<file path="src/rtl/em_reg_movz.sv">
// rtl/em_reg_movz.sv - EX/MEM pipeline register with MOVZ conditional-write resolution and taken counter
module em_reg_movz #(
    parameter logic [31:0] RESET_PC = 32'h0000_3000,
    parameter int          CNT_W    = 16
) (
    input  logic             clk,
    input  logic             reset_n,
    input  logic             en,
    input  logic             flush,
    input  logic [31:0]      e_pc,
    input  logic [31:0]      e_instr,
    input  logic [31:0]      e_alu_out,
    input  logic [31:0]      e_rs_data,
    input  logic [31:0]      e_rt_data,
    input  logic [4:0]       e_wa,
    input  logic             e_regwrite,
    input  logic             e_is_movz,
    output logic [31:0]      m_pc,
    output logic [31:0]      m_instr,
    output logic [31:0]      m_alu_out,
    output logic [31:0]      m_rt_data,
    output logic [4:0]       m_wa,
    output logic             m_movz_sel,
    output logic             m_regwrite,
    output logic             m_valid,
    output logic [CNT_W-1:0] m_movz_taken_cnt
);

    logic [31:0]      pc_q, pc_d;
    logic [31:0]      instr_q, instr_d;
    logic [31:0]      alu_out_q, alu_out_d;
    logic [31:0]      rt_data_q, rt_data_d;
    logic [4:0]       wa_q, wa_d;
    logic             movz_sel_q, movz_sel_d;
    logic             regwrite_q, regwrite_d;
    logic             valid_q, valid_d;
    logic [CNT_W-1:0] cnt_q, cnt_d;

    logic cond;
    logic movz_taken;
    logic movz_dropped;

    // A not-taken MOVZ is squashed into a non-writing op; taken and ordinary ops pass through.
    assign cond         = (e_rt_data == 32'h0);
    assign movz_taken   = e_is_movz & cond;
    assign movz_dropped = e_is_movz & ~cond;

    always_comb begin
        pc_d       = pc_q;
        instr_d    = instr_q;
        alu_out_d  = alu_out_q;
        rt_data_d  = rt_data_q;
        wa_d       = wa_q;
        movz_sel_d = movz_sel_q;
        regwrite_d = regwrite_q;
        valid_d    = valid_q;
        cnt_d      = cnt_q;
        if (flush) begin
            pc_d       = RESET_PC;
            instr_d    = 32'h0;
            alu_out_d  = 32'h0;
            rt_data_d  = 32'h0;
            wa_d       = 5'd0;
            movz_sel_d = 1'b0;
            regwrite_d = 1'b0;
            valid_d    = 1'b0;
        end else if (en) begin
            pc_d       = e_pc;
            instr_d    = e_instr;
            alu_out_d  = e_is_movz ? e_rs_data : e_alu_out;
            rt_data_d  = e_rt_data;
            wa_d       = movz_dropped ? 5'd0 : e_wa;
            movz_sel_d = ~movz_dropped;
            regwrite_d = e_regwrite & ~movz_dropped & (e_wa != 5'd0);
            valid_d    = 1'b1;
            if (movz_taken && (cnt_q != {CNT_W{1'b1}})) begin
                cnt_d = cnt_q + 1'b1;
            end
        end
    end

    always_ff @(posedge clk or negedge reset_n) begin
        if (!reset_n) begin
            pc_q       <= RESET_PC;
            instr_q    <= 32'h0;
            alu_out_q  <= 32'h0;
            rt_data_q  <= 32'h0;
            wa_q       <= 5'd0;
            movz_sel_q <= 1'b0;
            regwrite_q <= 1'b0;
            valid_q    <= 1'b0;
            cnt_q      <= '0;
        end else begin
            pc_q       <= pc_d;
            instr_q    <= instr_d;
            alu_out_q  <= alu_out_d;
            rt_data_q  <= rt_data_d;
            wa_q       <= wa_d;
            movz_sel_q <= movz_sel_d;
            regwrite_q <= regwrite_d;
            valid_q    <= valid_d;
            cnt_q      <= cnt_d;
        end
    end

    assign m_pc             = pc_q;
    assign m_instr          = instr_q;
    assign m_alu_out        = alu_out_q;
    assign m_rt_data        = rt_data_q;
    assign m_wa             = wa_q;
    assign m_movz_sel       = movz_sel_q;
    assign m_regwrite       = regwrite_q;
    assign m_valid          = valid_q;
    assign m_movz_taken_cnt = cnt_q;

endmodule

</file>
<file path="config.mk">
export PLATFORM = sky130hd
export DESIGN_NAME = em_reg_movz
export DESIGN_NICKNAME = d
export VERILOG_FILES = /design/src/rtl/em_reg_movz.sv
export SDC_FILE = /design/constraint.sdc
export NUM_CORES = 1
export LEC_CHECK = 0
export CELL_PAD_IN_SITES_DETAIL_PLACEMENT = 1
export CELL_PAD_IN_SITES_GLOBAL_PLACEMENT = 2
export CORE_MARGIN = 4
export CORE_UTILIZATION = 22
export DETAILED_ROUTE_END_ITERATION = 8
export GPL_ROUTABILITY_DRIVEN = 0
export PLACE_DENSITY = 0.74
export RECOVER_POWER = 100
export REMOVE_ABC_BUFFERS = 1
export SYNTH_ARGS = -nofsm -noshare
export SYNTH_HDL_FRONTEND = slang
export SYNTH_SLANG_ARGS = --single-unit
</file>
<file path="constraint.sdc">
create_clock -name clk -period 2.15 [get_ports clk]
set_clock_uncertainty 0.15 [all_clocks]
set_input_delay 0.43 -clock clk [delete_from_list [all_inputs] [get_ports clk]]
set_output_delay 0.43 -clock clk [all_outputs]
set_load 0.01 [all_outputs]
</file>
==> results of run 1 <==
worst paths after layout:
path	endpoint	slack, ns	cells past startpoint
min in group asynchronous	m_movz_taken_cnt[14]$_DFFE_PN0P_	0.27	2
max in group asynchronous	m_instr[22]$_DFFE_PN0P_	0.49	3
min reg2reg	m_movz_taken_cnt[10]$_DFFE_PN0P_	0.34	1
min	m_rt_data[18]$_DFFE_PN0P_	0.18	3
max reg2reg	m_movz_taken_cnt[1]$_DFFE_PN0P_	0.03	6
max	m_movz_taken_cnt[1]$_DFFE_PN0P_	0.01	6
Yosys cell counts, types with 2 or more instances:
cell	n	share of area [%]
a22o_1	5	0.67
a211o_1	2	0.27
nor4_2	3	0.58
nor4_1	5	0.48
clkbuf_1	25	1.4
and3_1	3	0.29
and2_1	2	0.19
dfstp_2	2	0.81
buf_2	12	0.92
nand2_1	4	0.23
mux2i_1	126	19
nand3_1	6	0.46
xnor2_1	14	1.9
nand4_1	9	0.86
nor2b_1	2	0.19
and3_4	2	0.35
nor2_1	132	7.6
dfrtp_1	150	58
a211oi_1	33	3.8
and4_1	2	0.27
sequential cells by signal (all words and copies together) (netlist names):
register,cells
m_pc,32
m_valid,1
m_alu_out,32
m_wa,5
m_movz_taken_cnt,16
m_rt_data,32
m_movz_sel,1
m_regwrite,1
m_instr,32
per-stage QoR:
step	hold slack (ns)	setup slack (ns)
final	0.177	0.0143
after global routing	0.194	-0.0607
after CTS	0.265	0.000856
after detailed placement	0.151	-0.616
after global placement	0.150	-0.581
after floorplan	-0.0156	-0.264
power by group through the flow:
stage                     sequential, W  combinational, W  clock [W]
after global placement          0.00314           0.00128          0
after detailed placement        0.00315           0.00128          0
final                           0.00309           0.00119    0.00296
after global routing            0.00311           0.00130    0.00323
after floorplan                 0.00322          0.000252          0
after CTS                       0.00310           0.00129    0.00310
layout make-up:
cell class              count  area [µm²]
fillers                  3152       17900
flip-flops and latches    152        3810
repair buffers            368        3560
multi-input cells         359        2600
well taps                 384         480
clock buffers              18         429
clock inverters            14         139
metal layers:
| layer | wire length, µm | GRT usage, % | share of wire [%] | up-vias |
|---|---|---|---|---|
| met5 | 26 | 0 | 0.11 | - |
| met4 | 177 | 2.99 | 0.76 | 4 |
| met3 | 1870 | 5.77 | 8.0 | 14 |
| met2 | 11200 | 23.1 | 48 | 201 |
| met1 | 10100 | 18.3 | 43 | 2751 |
| li1 | - | - | - | 2613 |
critical path, delay by kind of cell:
family	cells	cell delay (ns)
buf+inv	2	0.63
simple gates	2	0.54
compound gates	1	0.41
mux	1	0.29
cells by family after synthesis:
| kind of cell | share of synthesized area (%) |
|---|---|
| AO/OA/AOI/OAI | 5.43 |
| XOR/XNOR | 2.02 |
| adder cells (fa/ha/maj) | 0.192 |
| buffers and inverters | 2.59 |
| flip-flops | 58.4 |
| multiplexers | 19.5 |
| AND/OR/NAND/NOR | 11.9 |
timing repair:
action / in CTS / in global routing
endpoints found under the hold margin: 17 / 0
gates cloned: 0 / 0
setup endpoints to repair: 22 / 21
setup buffers: 2 / 3
hold buffers: 1 / 0
gates resized for setup: 14 / 11
pin swaps: 10 / 15
==> results.yml, run 1 <==
outcome:
  outcome: "completed"
synthesis:
  synthFlopType: "dfrtp_1"
  syn_avg_cell_area_um2: 11.9
  synth_cells: 550
  syn-cell-area_um2: 6520
  ys_ff_latch: 152
  synth_edf_count: 0
  synth_cell_types: 31
  seq_area_frac_synth_pct: 58.4
  synthArstFlopShare_pct: 100
  yosysWarningCount: 0
floorplan:
  io-pin-count: 323
  start_util_pct: 22.5
  die_y_um: 180
  num_rows: 62
  design.core.area_um2: 28900
  die_x_um: 180
  die_area_um2: 32500
setup_path:
  arrival_ns: 2.30
  endpoint_kind: "register"
  timing.rr.start: "m_movz_taken_cnt[1]$_DFFE_PN0P_"
  cp-startpoint: "e_rt_data[26]"
  critPathMaxFanout: 4
  critical_path.startpoint_type: "input pin"
  path_cells: "clkdlybuf4s50_1 > nor4_2 > nand4_1 > a2111oi_4 > buf_4 > mux2_4"
  slowest_delay_ns: 0.44
  cp.required_ns: 2.31
  path_class: "input pin to register"
  crit_slowest_cell: "clkdlybuf4s50_1"
timing:
  setup_tns_ns: 0
  period_minus_slack_ns: 2.14
  setup_viol: 0
  finalHoldViolations: 0
  min_period_over_period_pct: 99.3
  rsz0062_at_grt: "yes"
  slew_violations: 0
  fmax_mhz: 468
  slew_headroom_pct: 30.4
  tightest_slew_ns: 1.04
power:
  p_comb_share_pct: 16.4
  p_sw_share_pct: 26.9
  clkPwrFrac_pct: 40.9
  power_switching_w: 0.00195
  p_total_w: 0.00724
  ir_worst_vdd_uv: 329
  p_per_area_nw_per_um2: 657
  internal-power_w: 0.00529
  p_leak_nw: 5.31
  p_seq_share_pct: 42.6
drt:
  drtIter0Drc: 201
  drtPass1Iterations: 4
  routed_wl_um: 23400
  vias: 5583
  final_antenna_net_count: 0
  wire_per_inst_um: 18.1
  drcViolationCount: 0
  vias_per_cell: 4.31
cts:
  cts_max_level: 4
  cts.sinks: 152
  numCtsBuffers: 17
  cts.reportedPaths.clkPinSlew_ns: 0.07
  root_buffer: "clkbuf_16"
  clock_latency_ns: 0.42
  clockBufferDepth: 2
  cts_tree: "yes"
finish:
  mostFrequentLayoutCells: "clkdlybuf4s50_1, dfrtp_1, dlygate4sd3_1"
  design_area_um2: 11000
  stdcell_count: 1295
  syn_to_final_growth_pct: 68.9
  drive_above_1_share_pct: 10.3
  post-route-util_pct: 38.0
  final_common_cell: "clkdlybuf4s50_1"
  diodes: 0
  final_nets: 1070
placement:
  placed_area_um2: 10400
  io_buffers: 322
  dp_hpwl_um: 17100
  place_inst: 1257
min_path:
  min_from: "e_rt_data[18]"
  hold_class: "input pin to register"
grt:
  track_usage_pct: 14.3
  antenna_found_initial: 2
  grt_pass1_vias: 6159
  gr-total-overflow: 0
  grt_max_degree: 103
  grt_first_pass_wirelength_um: 37000
job:
  drv_cap: 0
Note: power is estimated with default switching activity, not from simulation.
==> run 2: changes to the inputs <==
--- a/config.mk
+++ b/config.mk
@@ -9,6 +9,7 @@
 export CELL_PAD_IN_SITES_GLOBAL_PLACEMENT = 2
 export CORE_MARGIN = 4
 export CORE_UTILIZATION = 22
+export CTS_CLUSTER_DIAMETER = 150
 export DETAILED_ROUTE_END_ITERATION = 8
 export GPL_ROUTABILITY_DRIVEN = 0
 export PLACE_DENSITY = 0.74
==> results of run 2 <==
Final layout, timing and power as in run 1 (identical DEF).
==> run 3: changes to the inputs <==
--- a/config.mk
+++ b/config.mk
@@ -7,12 +7,13 @@
 export LEC_CHECK = 0
 export CELL_PAD_IN_SITES_DETAIL_PLACEMENT = 1
 export CELL_PAD_IN_SITES_GLOBAL_PLACEMENT = 2
-export CORE_MARGIN = 4
-export CORE_UTILIZATION = 22
+export CORE_ASPECT_RATIO = 1.4
+export CORE_MARGIN = 5
+export CORE_UTILIZATION = 24
 export CTS_CLUSTER_DIAMETER = 150
 export DETAILED_ROUTE_END_ITERATION = 8
 export GPL_ROUTABILITY_DRIVEN = 0
-export PLACE_DENSITY = 0.74
+export PLACE_DENSITY = 0.77
 export RECOVER_POWER = 100
 export REMOVE_ABC_BUFFERS = 1
 export SYNTH_ARGS = -nofsm -noshare
==> constraint.sdc (replaced) <==
create_clock -name clk -period 2.3 [get_ports clk]
set_clock_uncertainty 0.15 [all_clocks]
set_input_delay 0.46 -clock clk [delete_from_list [all_inputs] [get_ports clk]]
set_output_delay 0.46 -clock clk [all_outputs]
set_load 0.01 [all_outputs]
==> results.yml, run 3 (synthesis gave the netlist of run 1 again) <==
outcome:
  outcome: "completed"
placement:
  io_buffers: 322
  placed_area_um2: 10300
  place_inst: 1230
  dp_hpwl_um: 18400
power:
  p_comb_share_pct: 16.1
  power_switching_w: 0.00175
  ir_worst_vdd_uv: 488
  p_seq_share_pct: 41.3
  p_leak_nw: 5.29
  clkPwrFrac_pct: 42.6
  internal-power_w: 0.00524
  p_sw_share_pct: 25.0
  p_per_area_nw_per_um2: 637
drt:
  drtIter0Drc: 209
  drcViolationCount: 0
  final_antenna_net_count: 0
  wire_per_inst_um: 19.6
  drtPass1Iterations: 4
  vias: 5530
  routed_wl_um: 24900
  vias_per_cell: 4.37
cts:
  cts_max_level: 4
  cts_tree: "yes"
  cts.sinks: 152
  clockBufferDepth: 2
  cts.reportedPaths.clkPinSlew_ns: 0.07
  root_buffer: "clkbuf_16"
  numCtsBuffers: 17
  clock_latency_ns: 0.42
finish:
  mostFrequentLayoutCells: "clkdlybuf4s50_1, dlygate4sd3_1, dfrtp_1"
  stdcell_count: 1266
  design_area_um2: 11000
  syn_to_final_growth_pct: 68.3
  final_common_cell: "clkdlybuf4s50_1"
  final_nets: 1060
  drive_above_1_share_pct: 8.78
grt:
  antenna_found_initial: 1
  grt_max_degree: 98
  grt_first_pass_wirelength_um: 38000
  grt_pass1_vias: 6167
  gr-total-overflow: 0
  track_usage_pct: 16.3
timing:
  slew_violations: 0
  min_period_over_period_pct: 97.7
  slew_headroom_pct: 33.5
  setup_viol: 0
  period_minus_slack_ns: 2.25
  finalHoldViolations: 0
  fmax_mhz: 445
  tightest_slew_ns: 0.998
setup_path:
  cp.required_ns: 2.46
  path_class: "input pin to register"
  critical_path.startpoint_type: "input pin"
  crit_slowest_cell: "clkdlybuf4s50_1"
  arrival_ns: 2.41
  slowest_delay_ns: 0.47
  endpoint_kind: "register"
  worstPathBufferInverterCount: 4
  cpLargestDelayFamily: "buffers and inverters"
  path_cells: "clkdlybuf4s50_1 > nor4_4 > buf_4 > nand4_1 > buf_4 > a2111oi_4 > buf_4 > mux2_2"
  cpMostUsedCell: "buf_4"
  critPathMaxFanout: 3
floorplan:
  io-pin-count: 323
  die_y_um: 205
  num_rows: 71
  design.core.area_um2: 26800
  die_area_um2: 30600
  start_util_pct: 24.3
  die_x_um: 149
job:
  drv_cap: 0
min_path:
  hold_class: "input pin to register"
-- run 3: power by group through the flow --
| stage | combinational (W) | sequential, W | clock (W) |
|---|---|---|---|
| after floorplan | 0.000235 | 0.00301 | 0 |
| after global placement | 0.00120 | 0.00294 | 0 |
| after detailed placement | 0.00121 | 0.00294 | 0 |
| after CTS | 0.00122 | 0.00290 | 0.00308 |
| after global routing | 0.00122 | 0.00291 | 0.00318 |
| final | 0.00112 | 0.00289 | 0.00298 |
-- run 3: worst paths after layout --
kind                                                 start                              end  slack [ns]  depth (start not counted)
max                                          e_rt_data[14]  m_movz_taken_cnt[1]$_DFFE_PN0P_        0.05                          8
min                                          e_rt_data[10]        m_rt_data[10]$_DFFE_PN0P_        0.21                          3
max reg2reg                m_movz_taken_cnt[0]$_DFFE_PN0P_  m_movz_taken_cnt[1]$_DFFE_PN0P_        0.12                          6
min reg2reg                            m_valid$_DFFE_PN0P_              m_valid$_DFFE_PN0P_        0.34                          2
max in group asynchronous                          reset_n        m_rt_data[28]$_DFFE_PN0P_        0.33                          3
min in group asynchronous                          reset_n        m_alu_out[31]$_DFFE_PN0P_        0.41                          2
-- run 3: layout make-up --
class	instances	area, µm²
tap	365	457
timing repair buffer	358	3510
antenna	1	2.50
fill	2903	15900
sequential	152	3810
clock inverter	12	176
multi-input combinational	359	2580
clock buffer	19	433
-- run 3: tightest hold or removal path, cell delays in order --
cell            delay [ns]
dlymetal6s2s_1        0.12
mux2i_1               0.09
nor2_1                0.08
-- run 3: through the flow --
step / setup TNS, ns / hold slack (ns) / total power, W / util, % / worst slack, ns
final: 0 / 0.211 / 0.00699 / 40.9 / 0.0522
after global routing: -0.00308 / 0.228 / 0.00731 / 40.9 / -0.00308
after CTS: 0 / 0.357 / 0.00719 / 40.9 / 0.00519
after detailed placement: -12.76 / 0.335 / 0.00415 / 38.5 / -0.640
after global placement: -12.51 / 0.326 / 0.00413 / 38.5 / -0.622
after floorplan: -0.721 / 0.0144 / 0.00324 / - / -0.114
-- run 3: routing by layer --
| metal | vias to the layer above | track usage (%) | routed length [µm] |
|---|---|---|---|
| li1 | 2593 | - | - |
| met4 | 0 | 4.97 | 476 |
| met3 | 28 | 3.81 | 1040 |
| met5 | - | 0 | 0 |
| met1 | 2760 | 18.4 | 9560 |
| met2 | 149 | 30.2 | 13800 |
-- run 3: repair_timing --
item,in CTS,in global routing
gates cloned,0,1
setup endpoints to repair,21,15
resized for setup,4,13
pin swaps,0,5
buffers inserted,0,2
endpoints found under the hold margin,47,0
hold buffers,1,0
